===== src/rtl/fire_expand_ofm_writer_if.sv =====
// Expand-engine sample input and feature-map RAM write port of the fire expand output writer.
// The master side is the producer/observer; the slave side is the writer itself.
interface fire_expand_ofm_writer_if #(
  parameter int DSP_NO = 64,
  parameter int WIDTH  = 16,
  parameter int LANES  = 4,
  parameter int AW     = 19
);
  logic                         wr_layer_en;
  logic                         sample_in;
  logic [0:DSP_NO-1][WIDTH-1:0] ofm_in;
  logic                         wr_en;
  logic [AW-1:0]                wr_addr;
  logic [0:LANES-1][WIDTH-1:0]  wr_data;
  logic                         busy;
  logic                         overflow;
  logic                         done;

  modport master (
    output wr_layer_en, sample_in, ofm_in,
    input  wr_en, wr_addr, wr_data, busy, overflow, done
  );

  modport slave (
    input  wr_layer_en, sample_in, ofm_in,
    output wr_en, wr_addr, wr_data, busy, overflow, done
  );
endinterface


===== src/rtl/fire_expand_ofm_writer.sv =====
// Two-entry vector buffer draining LANES channels/cycle into a channel-interleaved feature map.
// Sample -> first write 2 cycles; no backpressure: a sample arriving with both entries held is dropped (sticky overflow).
module fire_expand_ofm_writer #(
  parameter int WOUT      = 64,
  parameter int DSP_NO    = 64,
  parameter int WIDTH     = 16,
  parameter int LANES     = 4,
  parameter int CH_TOTAL  = 128,
  parameter int CH_OFFSET = 0,
  parameter int AW        = $clog2(WOUT*WOUT*CH_TOTAL)
) (
  input logic                    clk,
  input logic                    rst,
  fire_expand_ofm_writer_if.slave bus
);
  localparam int NBEATS = DSP_NO / LANES;
  localparam int BW     = (NBEATS > 1) ? $clog2(NBEATS) : 1;
  localparam int NPIX   = WOUT * WOUT;
  localparam int PW     = (NPIX > 1) ? $clog2(NPIX) : 1;
  localparam int VW     = (DSP_NO > 1) ? $clog2(DSP_NO) : 1;

  typedef enum logic {IDLE, DRAIN} state_t;
  typedef logic [0:DSP_NO-1][WIDTH-1:0] vec_t;
  typedef logic [0:LANES-1][WIDTH-1:0]  lane_t;

  state_t        state_q, state_d;
  logic [BW-1:0] beat_q, beat_d;
  logic [PW-1:0] pix_q, pix_d;
  logic [1:0]    count_q, count_d;
  logic          wp_q, wp_d, rp_q, rp_d;
  logic          ovf_q, ovf_d, done_q, done_d;
  logic          wr_en_q, wr_en_d;
  logic [AW-1:0] wr_addr_q, wr_addr_d;
  lane_t         wr_data_q, wr_data_d;
  vec_t          ent_q [2];
  vec_t          ent_d [2];
  vec_t          rd_vec;
  logic [VW-1:0] base;
  logic          offered, freeing, capture;

  always_comb begin
    freeing = (state_q == DRAIN) && (beat_q == BW'(NBEATS-1));
    offered = bus.sample_in && bus.wr_layer_en && !done_q;
    capture = offered && ((count_q != 2'd2) || freeing);

    ent_d   = ent_q;
    wp_d    = wp_q;
    rp_d    = rp_q;
    pix_d   = pix_q;
    done_d  = done_q;
    ovf_d   = ovf_q;
    state_d = state_q;
    beat_d  = beat_q;
    count_d = count_q + 2'(capture) - 2'(freeing);

    if (capture) begin
      ent_d[wp_q] = bus.ofm_in;
      wp_d        = ~wp_q;
    end
    if (offered && !capture) begin
      ovf_d = 1'b1;
    end

    case (state_q)
      IDLE: begin
        if ((count_q != 2'd0) && !done_q) begin
          state_d = DRAIN;
          beat_d  = '0;
        end
      end
      DRAIN: begin
        if (freeing) begin
          rp_d   = ~rp_q;
          beat_d = '0;
          if (pix_q == PW'(NPIX-1)) begin
            done_d  = 1'b1;
            state_d = IDLE;
          end else begin
            pix_d   = pix_q + PW'(1);
            state_d = (count_d != 2'd0) ? DRAIN : IDLE;
          end
        end else begin
          beat_d = beat_q + BW'(1);
        end
      end
      default: state_d = IDLE;
    endcase

    // A vector captured on the freeing beat lands in the slot being read next; forward it.
    rd_vec = (capture && (wp_q == rp_d)) ? bus.ofm_in : ent_q[rp_d];
    base   = VW'(beat_d) * VW'(LANES);

    wr_en_d   = (state_d == DRAIN);
    wr_addr_d = wr_addr_q;
    wr_data_d = wr_data_q;
    if (state_d == DRAIN) begin
      wr_addr_d = AW'(pix_d) * AW'(CH_TOTAL) + AW'(CH_OFFSET) + AW'(beat_d) * AW'(LANES);
      wr_data_d = rd_vec[base +: LANES];
    end
  end

  always_ff @(posedge clk or negedge rst) begin
    if (!rst) begin
      state_q   <= IDLE;
      beat_q    <= '0;
      pix_q     <= '0;
      count_q   <= '0;
      wp_q      <= 1'b0;
      rp_q      <= 1'b0;
      ovf_q     <= 1'b0;
      done_q    <= 1'b0;
      wr_en_q   <= 1'b0;
      wr_addr_q <= '0;
      wr_data_q <= '0;
    end else begin
      state_q   <= state_d;
      beat_q    <= beat_d;
      pix_q     <= pix_d;
      count_q   <= count_d;
      wp_q      <= wp_d;
      rp_q      <= rp_d;
      ovf_q     <= ovf_d;
      done_q    <= done_d;
      wr_en_q   <= wr_en_d;
      wr_addr_q <= wr_addr_d;
      wr_data_q <= wr_data_d;
    end
  end

  always_ff @(posedge clk) begin
    ent_q <= ent_d;
  end

  assign bus.wr_en    = wr_en_q;
  assign bus.wr_addr  = wr_addr_q;
  assign bus.wr_data  = wr_data_q;
  assign bus.busy     = (count_q != 2'd0);
  assign bus.overflow = ovf_q;
  assign bus.done     = done_q;
endmodule


===== src/flat_wrapper.sv =====
// flat-port wrapper written by rule: the top's interface ports become plain ports
module fire_expand_ofm_writer_flat 
#(
  parameter int WOUT      = 64,
  parameter int DSP_NO    = 64,
  parameter int WIDTH     = 16,
  parameter int LANES     = 4,
  parameter int CH_TOTAL  = 128,
  parameter int CH_OFFSET = 0,
  parameter int AW        = $clog2(WOUT*WOUT*CH_TOTAL)
)
  (clk, rst, bus_wr_layer_en, bus_sample_in, bus_ofm_in, bus_wr_en, bus_wr_addr, bus_wr_data, bus_busy, bus_overflow, bus_done);
  fire_expand_ofm_writer_if #(.DSP_NO(DSP_NO), .WIDTH(WIDTH), .LANES(LANES), .AW(AW)) bus_i ();
  input logic clk;
  input logic rst;
  input wire logic [$bits(bus_i.wr_layer_en)-1:0] bus_wr_layer_en;
  input wire logic [$bits(bus_i.sample_in)-1:0] bus_sample_in;
  input wire logic [$bits(bus_i.ofm_in)-1:0] bus_ofm_in;
  output wire logic [$bits(bus_i.wr_en)-1:0] bus_wr_en;
  output wire logic [$bits(bus_i.wr_addr)-1:0] bus_wr_addr;
  output wire logic [$bits(bus_i.wr_data)-1:0] bus_wr_data;
  output wire logic [$bits(bus_i.busy)-1:0] bus_busy;
  output wire logic [$bits(bus_i.overflow)-1:0] bus_overflow;
  output wire logic [$bits(bus_i.done)-1:0] bus_done;
  assign bus_i.wr_layer_en = bus_wr_layer_en;
  assign bus_i.sample_in = bus_sample_in;
  assign bus_i.ofm_in = bus_ofm_in;
  assign bus_wr_en = bus_i.wr_en;
  assign bus_wr_addr = bus_i.wr_addr;
  assign bus_wr_data = bus_i.wr_data;
  assign bus_busy = bus_i.busy;
  assign bus_overflow = bus_i.overflow;
  assign bus_done = bus_i.done;
  fire_expand_ofm_writer #(.WOUT(WOUT), .DSP_NO(DSP_NO), .WIDTH(WIDTH), .LANES(LANES), .CH_TOTAL(CH_TOTAL), .CH_OFFSET(CH_OFFSET), .AW(AW)) u_core (.clk(clk), .rst(rst), .bus(bus_i));
endmodule

===== config.mk =====
export PLATFORM = sky130hd
export DESIGN_NAME = fire_expand_ofm_writer_flat
export DESIGN_NICKNAME = d
export VERILOG_FILES = /design/src/rtl/fire_expand_ofm_writer_if.sv /design/src/rtl/fire_expand_ofm_writer.sv /design/src/flat_wrapper.sv
export SDC_FILE = /design/constraint.sdc
export NUM_CORES = 2
export LEC_CHECK = 0
export CORE_MARGIN = 5
export CORE_UTILIZATION = 50
export CTS_BUF_LIST = sky130_fd_sc_hd__clkbuf_8
export DETAILED_ROUTE_END_ITERATION = 6
export PLACE_DENSITY = 0.83
export SYNTH_ARGS = -nofsm -noshare
export SYNTH_HDL_FRONTEND = slang
export SYNTH_SLANG_ARGS = --single-unit

===== constraint.sdc =====
create_clock -name clk -period 67.1 [get_ports clk]
set_clock_uncertainty 0.05 [all_clocks]
set_input_delay 20.13 -clock clk [delete_from_list [all_inputs] [get_ports clk]]
set_output_delay 20.13 -clock clk [all_outputs]
set_load 0.02 [all_outputs]

-- After elaboration in Yosys (flattened, before gate mapping)
Cells that the tools add are included.
- flip-flop bits (word level): 2154
- output and inout bits: 87
- logic and storage cells: 209
- reductions and logical operators: 14
- equal/unequal tests: 4
- magnitude comparators: 3
- add/sub/neg operators: 5
- multiplexer cells: 20
- shift-type cells: 16
- bitwise operators: 6
- operator list (kind ; number):
    1024-bit 2-to-1 mux ; 5
    2048-bit bitwise mux ; 1
    64-bit by 7-bit variable part select with 65-bit output ; 16
    1024-bit demux with 1-bit select ; 1
    12-bit 2-to-1 mux ; 3
    19-bit by 6-bit adder with 19-bit output ; 1
    12-bit by 1-bit adder with 12-bit output (second input constant) ; 1
    12-bit == test (second input constant) ; 1
    1-bit logical AND ; 8
    4-bit 2-to-1 mux ; 2
    4-bit case mux with 2 select lines ; 1
    6-bit NOT with 7-bit output ; 1
    1-bit 2-to-1 mux ; 6
    4-bit by 1-bit adder with 4-bit output (second input constant) ; 1
    4-bit == test (second input constant) ; 1
    2-bit greater-or-equal comparator (second input constant) ; 2
    1-bit NOT with 2-bit output ; 2
    2-bit nonzero test ; 2
    1-bit NOT ; 3
    3-bit AND reduction ; 1
    2-bit by 1-bit adder with 2-bit output ; 1
    1-bit logical NOT ; 2
    2-bit by 1-bit less-than comparator with 1-bit output (second input constant) ; 1
    2-bit inequality test (second input constant) ; 1
    4 further kinds ; 4

-- Longest topological paths before layout
- depth in word-level cells: 11
- depth in mapped cells: 15

-- Worst setup path after synthesis
Ideal clock, no wire load.
- path kind: input -> register
- from: input bus_sample_in
- to: register u_core.ent_q[1024] (netlist bit) (enable)
- setup time: 2.558 ns
- stages: 3
- path buffers: 0
- setup slack: -0.768 ns
- arrival: 65.260 ns
- path through: nand3b_1 > a21oi_1 > nor2b_1
- word-level cells in the longest chain between the ends: 3
- RTL lines (what ; RTL line ; text):
    from (decl) ; flat_wrapper.sv:17 ; input wire logic [$bits(bus_i.sample_in)-1:0] bus_sample_in;
    1-bit logical AND (2 in a row) ; fire_expand_ofm_writer.sv:43 ; offered = bus.sample_in && bus.wr_layer_en && !done_q;
    1-bit logical AND ; fire_expand_ofm_writer.sv:44 ; capture = offered && ((count_q != 2'd2) || freeing);
    named net u_core.capture ; fire_expand_ofm_writer.sv:39 ; logic offered, freeing, capture;
    to (signal assigned) ; fire_expand_ofm_writer.sv:131 ; ent_q <= ent_d;
    to (decl) ; fire_expand_ofm_writer.sv:35 ; vec_t ent_q [2];
The timed path passes the listed nets, and every way through them passes these cells.
A chain may end at the register's enable or synchronous reset.

-- Final worst setup path
- from: input bus_wr_layer_en
- to: register u_core.ent_q[1315] (netlist bit) (enable)
- word-level cells in the longest chain between the ends: 3
- RTL lines (what ; RTL line ; text):
    from (decl) ; flat_wrapper.sv:16 ; input wire logic [$bits(bus_i.wr_layer_en)-1:0] bus_wr_layer_en;
    1-bit logical AND (2 in a row) ; fire_expand_ofm_writer.sv:43 ;
    1-bit logical AND ; fire_expand_ofm_writer.sv:44 ;
    named net u_core.capture ; fire_expand_ofm_writer.sv:39 ;
The timed path passes the listed nets, and every way through them passes these cells.

==> out/results.md <==
| Metric | Reported |
|---|---|
| Result of the run | finished, final reports clean |
| Cell area after synthesis | 0.0938 mm^2 |
| Overflow after GRT | 0 |
| Slew Limit Headroom | 0.0887 |
| Startpoint of the most critical hold path | u_core.bus.wr_addr[4] |
| Number of antenna violations at the first check in global routing | 235 |
| Area growth, synth to finish | 21.5% |
| Placement Cell Area | 0.107 mm^2 |
| PostCTS Resize Cnt | 0 |
| Core area | 0.187 mm^2 |
| Transition time at the pin with the least slew margin | 1.37 ns |
| Crit path arrival time | 25.91 ns |
| Destination of the worst register-to-register timing path | u_core.bus.wr_data[55] |
| Number of DRC violations after detailed-routing iteration 0 | 8,400 |
| Total routing resource utilization after global routing | 0.303 |
| Mapped Avg Cell Area | 13.5 um^2 |
| Number of warnings issued by yosys | 0 |
| Cell total after placement | 10,100 |
| Leakage Power | 43.7 nW |
| Die area | 0.196 mm^2 |
| Setup Viol. Count Final | 0 |
| Number of maximum-capacitance constraint violations | 0 |
| Number of I/O port buffers | 1,111 |
| Final cycle utilization of the critical path | 0.377 |
| Final-report max-slew violation count | 0 |
| Sum of negative setup slack | 0 ns |
| Maximum root-to-sink buffer count | 4 |
| Number of ports placed on the die boundary | 1,115 |
| Initial cell density of the core | 0.501 |
| Time the worst path needs with I/O delays and setup | 25.30 ns |
| Top fanout value on the critical path | 156 |
| Gpl congestion | 0.936 |
| Buffer cell driving the clock tree root | clkbuf_8 |
| Fmax | 39.5 MHz |
| Dominant cell type by area after synthesis | edfxtp_1 |
| Clock latency reported for the late side of the worst-skew pair | 1.08 ns |
| First-pass GRT wire length | 438 mm |
| Horizontal die dimension | 443 um |
| Leading post-synthesis cells by cell area | edfxtp_1 (66%), mux2i_1 (14%), nand2_1 (5.4%), dfrtp_1 (2.7%), a31oi_1 (2.6%) |
| Hold path depth | 1 |
| Unrepaired setup endpoints after global routing | no |
| Number of synthesized flops with an enable pin | 2,048 |
| Worst hold path type | flip-flop to flip-flop |
| Destination of the worst hold path | u_core.bus.wr_addr[4] |
| Power per cell area | 43.4 mW/mm^2 |
| Setup WS pre-CTS | 40.93 ns |
| Fillers | 13,700 |
| Final Hold Vio Count | 0 |
| CTS Buf Count | 361 |
| CP Data Required Time | 67.72 ns |
| Cells after synthesis | 6,935 |
| Asr flop ratio synth | 0.0479 |
| Worst reg2reg setup slack | 60.27 ns |
| WHS | 0.454 ns |
| Final standard cell area without fillers | 0.114 mm^2 |
| Worst reg-to-reg path cell count | 11 |
| Number of placement rows | 159 |
| Fin worst setup slack | 41.80 ns |
| Crit path from | bus_wr_layer_en |
| Number of levels the H-tree was split into | 5 |
| Critical path endpoint category | flip-flop |
| CP Class | input pin to flip-flop |
| Share of the synthesized area in the top cell type | 0.655 |
| Total of hold buffers inserted after clock tree synthesis | 0 |
| Router iterations before antenna repair | 6 |
| Unique masters post-synth | 49 |
| HPWL after detailed placement | 208 mm |
| Number of global-route vias before repair | 65,000 |
| NumNets Final | 9,033 |
| Leading cell types in the layout, fill and taps excluded | edfxtp_1 (2,048), nand2_1 (1,358), mux2i_1 (1,344) |
| Share of cells above drive strength 1 | 0.0666 |
| Clock transition time at the flip-flop clock pins of the worst setup and hold paths | 0.06 ns |
| Count of state elements after synthesis | 2,151 |
| Overall via count from detail_route | 66,700 |
| Critical register-to-register path startpoint | u_core.state_q |
| Clock net sink count | 2,151 |
| Sequential area share after synthesis | 0.683 |
| Vertical die dimension | 443 um |
| Highest ir drop seen on vdd | 0.0533 mV |
| Predominant post-synthesis flop cell | edfxtp_1 |
| Antenna violation net count after detailed routing | 0 |
| Leading cell type in the layout, fill and taps excluded | edfxtp_1 |
| Vias per cell | 6.05 |
| Final cell count without fillers | 11,000 |
| Largest net degree at the start of global routing | 201 |
| Buffer count from post-CTS setup fixing | 0 |
| Average routed wire per standard cell | 28.5 um |
| Crit start category | input pin |
| Clock tree from TritonCTS | done |
| Number of remaining DRC errors | 0 |
| Sum of routed wire length over all layers | 314 mm |
-- how the worst max path moves through the flow --
stage / end / slack, ns / cells past startpoint
2_1_floorplan: u_core.ent_q[1024] / 19.21 / 3
3_3_place_gp: u_core.ent_q[1185] / 41.08 / 9
3_5_place_dp: u_core.ent_q[1086] / 40.93 / 9
4_1_cts: u_core.ent_q[1315] / 42.08 / 9
5_1_grt: u_core.ent_q[1315] / 41.69 / 9
6_report: u_core.ent_q[1315] / 41.80 / 9
-- registers in the layout, indices dropped and copies added (netlist names) --
signal / count
u_core.beat_q: 4
u_core.bus.done: 1
u_core.bus.overflow: 1
u_core.bus.wr_addr: 16
u_core.bus.wr_data: 64
u_core.count_q: 2
u_core.ent_q: 2048
u_core.pix_q: 12
u_core.rp_q: 1
u_core.state_q: 1
u_core.wp_q: 1
-- cell type report --
| cell class | count | area (um^2) | area share |
|---|---|---|---|
| sequential | 2151 | 64100 | 0.562 |
| multi-input combinational | 4281 | 27700 | 0.243 |
| timing repair buffer | 1199 | 11900 | 0.105 |
| clock buffer | 388 | 5340 | 0.0468 |
| tap | 2495 | 3120 | 0.0274 |
| clock inverter | 250 | 1190 | 0.0104 |
| antenna | 244 | 611 | 0.00535 |
| inverter | 7 | 46.3 | 0.000406 |
-- stage by stage --
step / total power [mW] / util
after global routing: 5.16 / 0.609
after CTS: 4.94 / 0.606
final: 4.95 / 0.609
after global placement: 3.81 / 0.571
after detailed placement: 3.87 / 0.571
after floorplan: 3.29 / -
-- cells by family (layout without fill, tap and decap cells) --
| kind of cell | count (synthesis) | count (layout) | share of synthesized area |
|---|---|---|---|
| DFF | 2151 | 2151 | 0.683 |
| and+or+nand+nor | 1800 | 1800 | 0.0798 |
| muxes | 1350 | 1350 | 0.144 |
| AOI/OAI and AO/OA | 1110 | 1110 | 0.0683 |
| buffers and inverters | 505 | 1844 | 0.0228 |
| xor gates and xnor gates | 14 | 14 | 0.00155 |
| adders and majority gates | 4 | 4 | 0.000533 |
| other | 1 | 247 | 0.0000400 |
-- per-layer routing --
layer / share of wire / GRT usage / wire (um)
met1: 0.32 / 0.338 / 101000
met2: 0.48 / 0.479 / 151000
met3: 0.094 / 0.0695 / 29500
met4: 0.10 / 0.290 / 31900
met5: 0.00072 / 0 / 226
-- Yosys cell counts, types with 8 or more instances --
| cell type | instances |
|---|---|
| nor2_1 | 27 |
| mux2i_1 | 1344 |
| xnor2_1 | 8 |
| buf_4 | 10 |
| a31oi_1 | 386 |
| o211ai_1 | 64 |
| dfrtp_1 | 103 |
| buf_1 | 49 |
| nand3_1 | 324 |
| o21ai_0 | 384 |
| a22oi_1 | 64 |
| clkbuf_1 | 285 |
| a21oi_1 | 197 |
| edfxtp_1 | 2048 |
| or4_1 | 64 |
| nand2_1 | 1359 |
| buf_2 | 152 |
-- where the power goes --
| group | internal, mW | switching (mW) | total, mW |
|---|---|---|---|
| clock | 0.553 | 0.527 | 1.08 |
| sequential | 1.68 | 0.0695 | 1.75 |
| combinational | 0.721 | 1.40 | 2.12 |
-- critical path, stage by stage --
cell             delay [ns]
clkdlybuf4s50_1        0.46
nand3b_1               0.24
a21oi_1                0.40
nor2b_4                0.26
buf_12                 0.61
buf_4                  0.73
buf_4                  0.89
buf_4                  0.92
buf_4                  0.75
(Power assumes the default switching activity.)
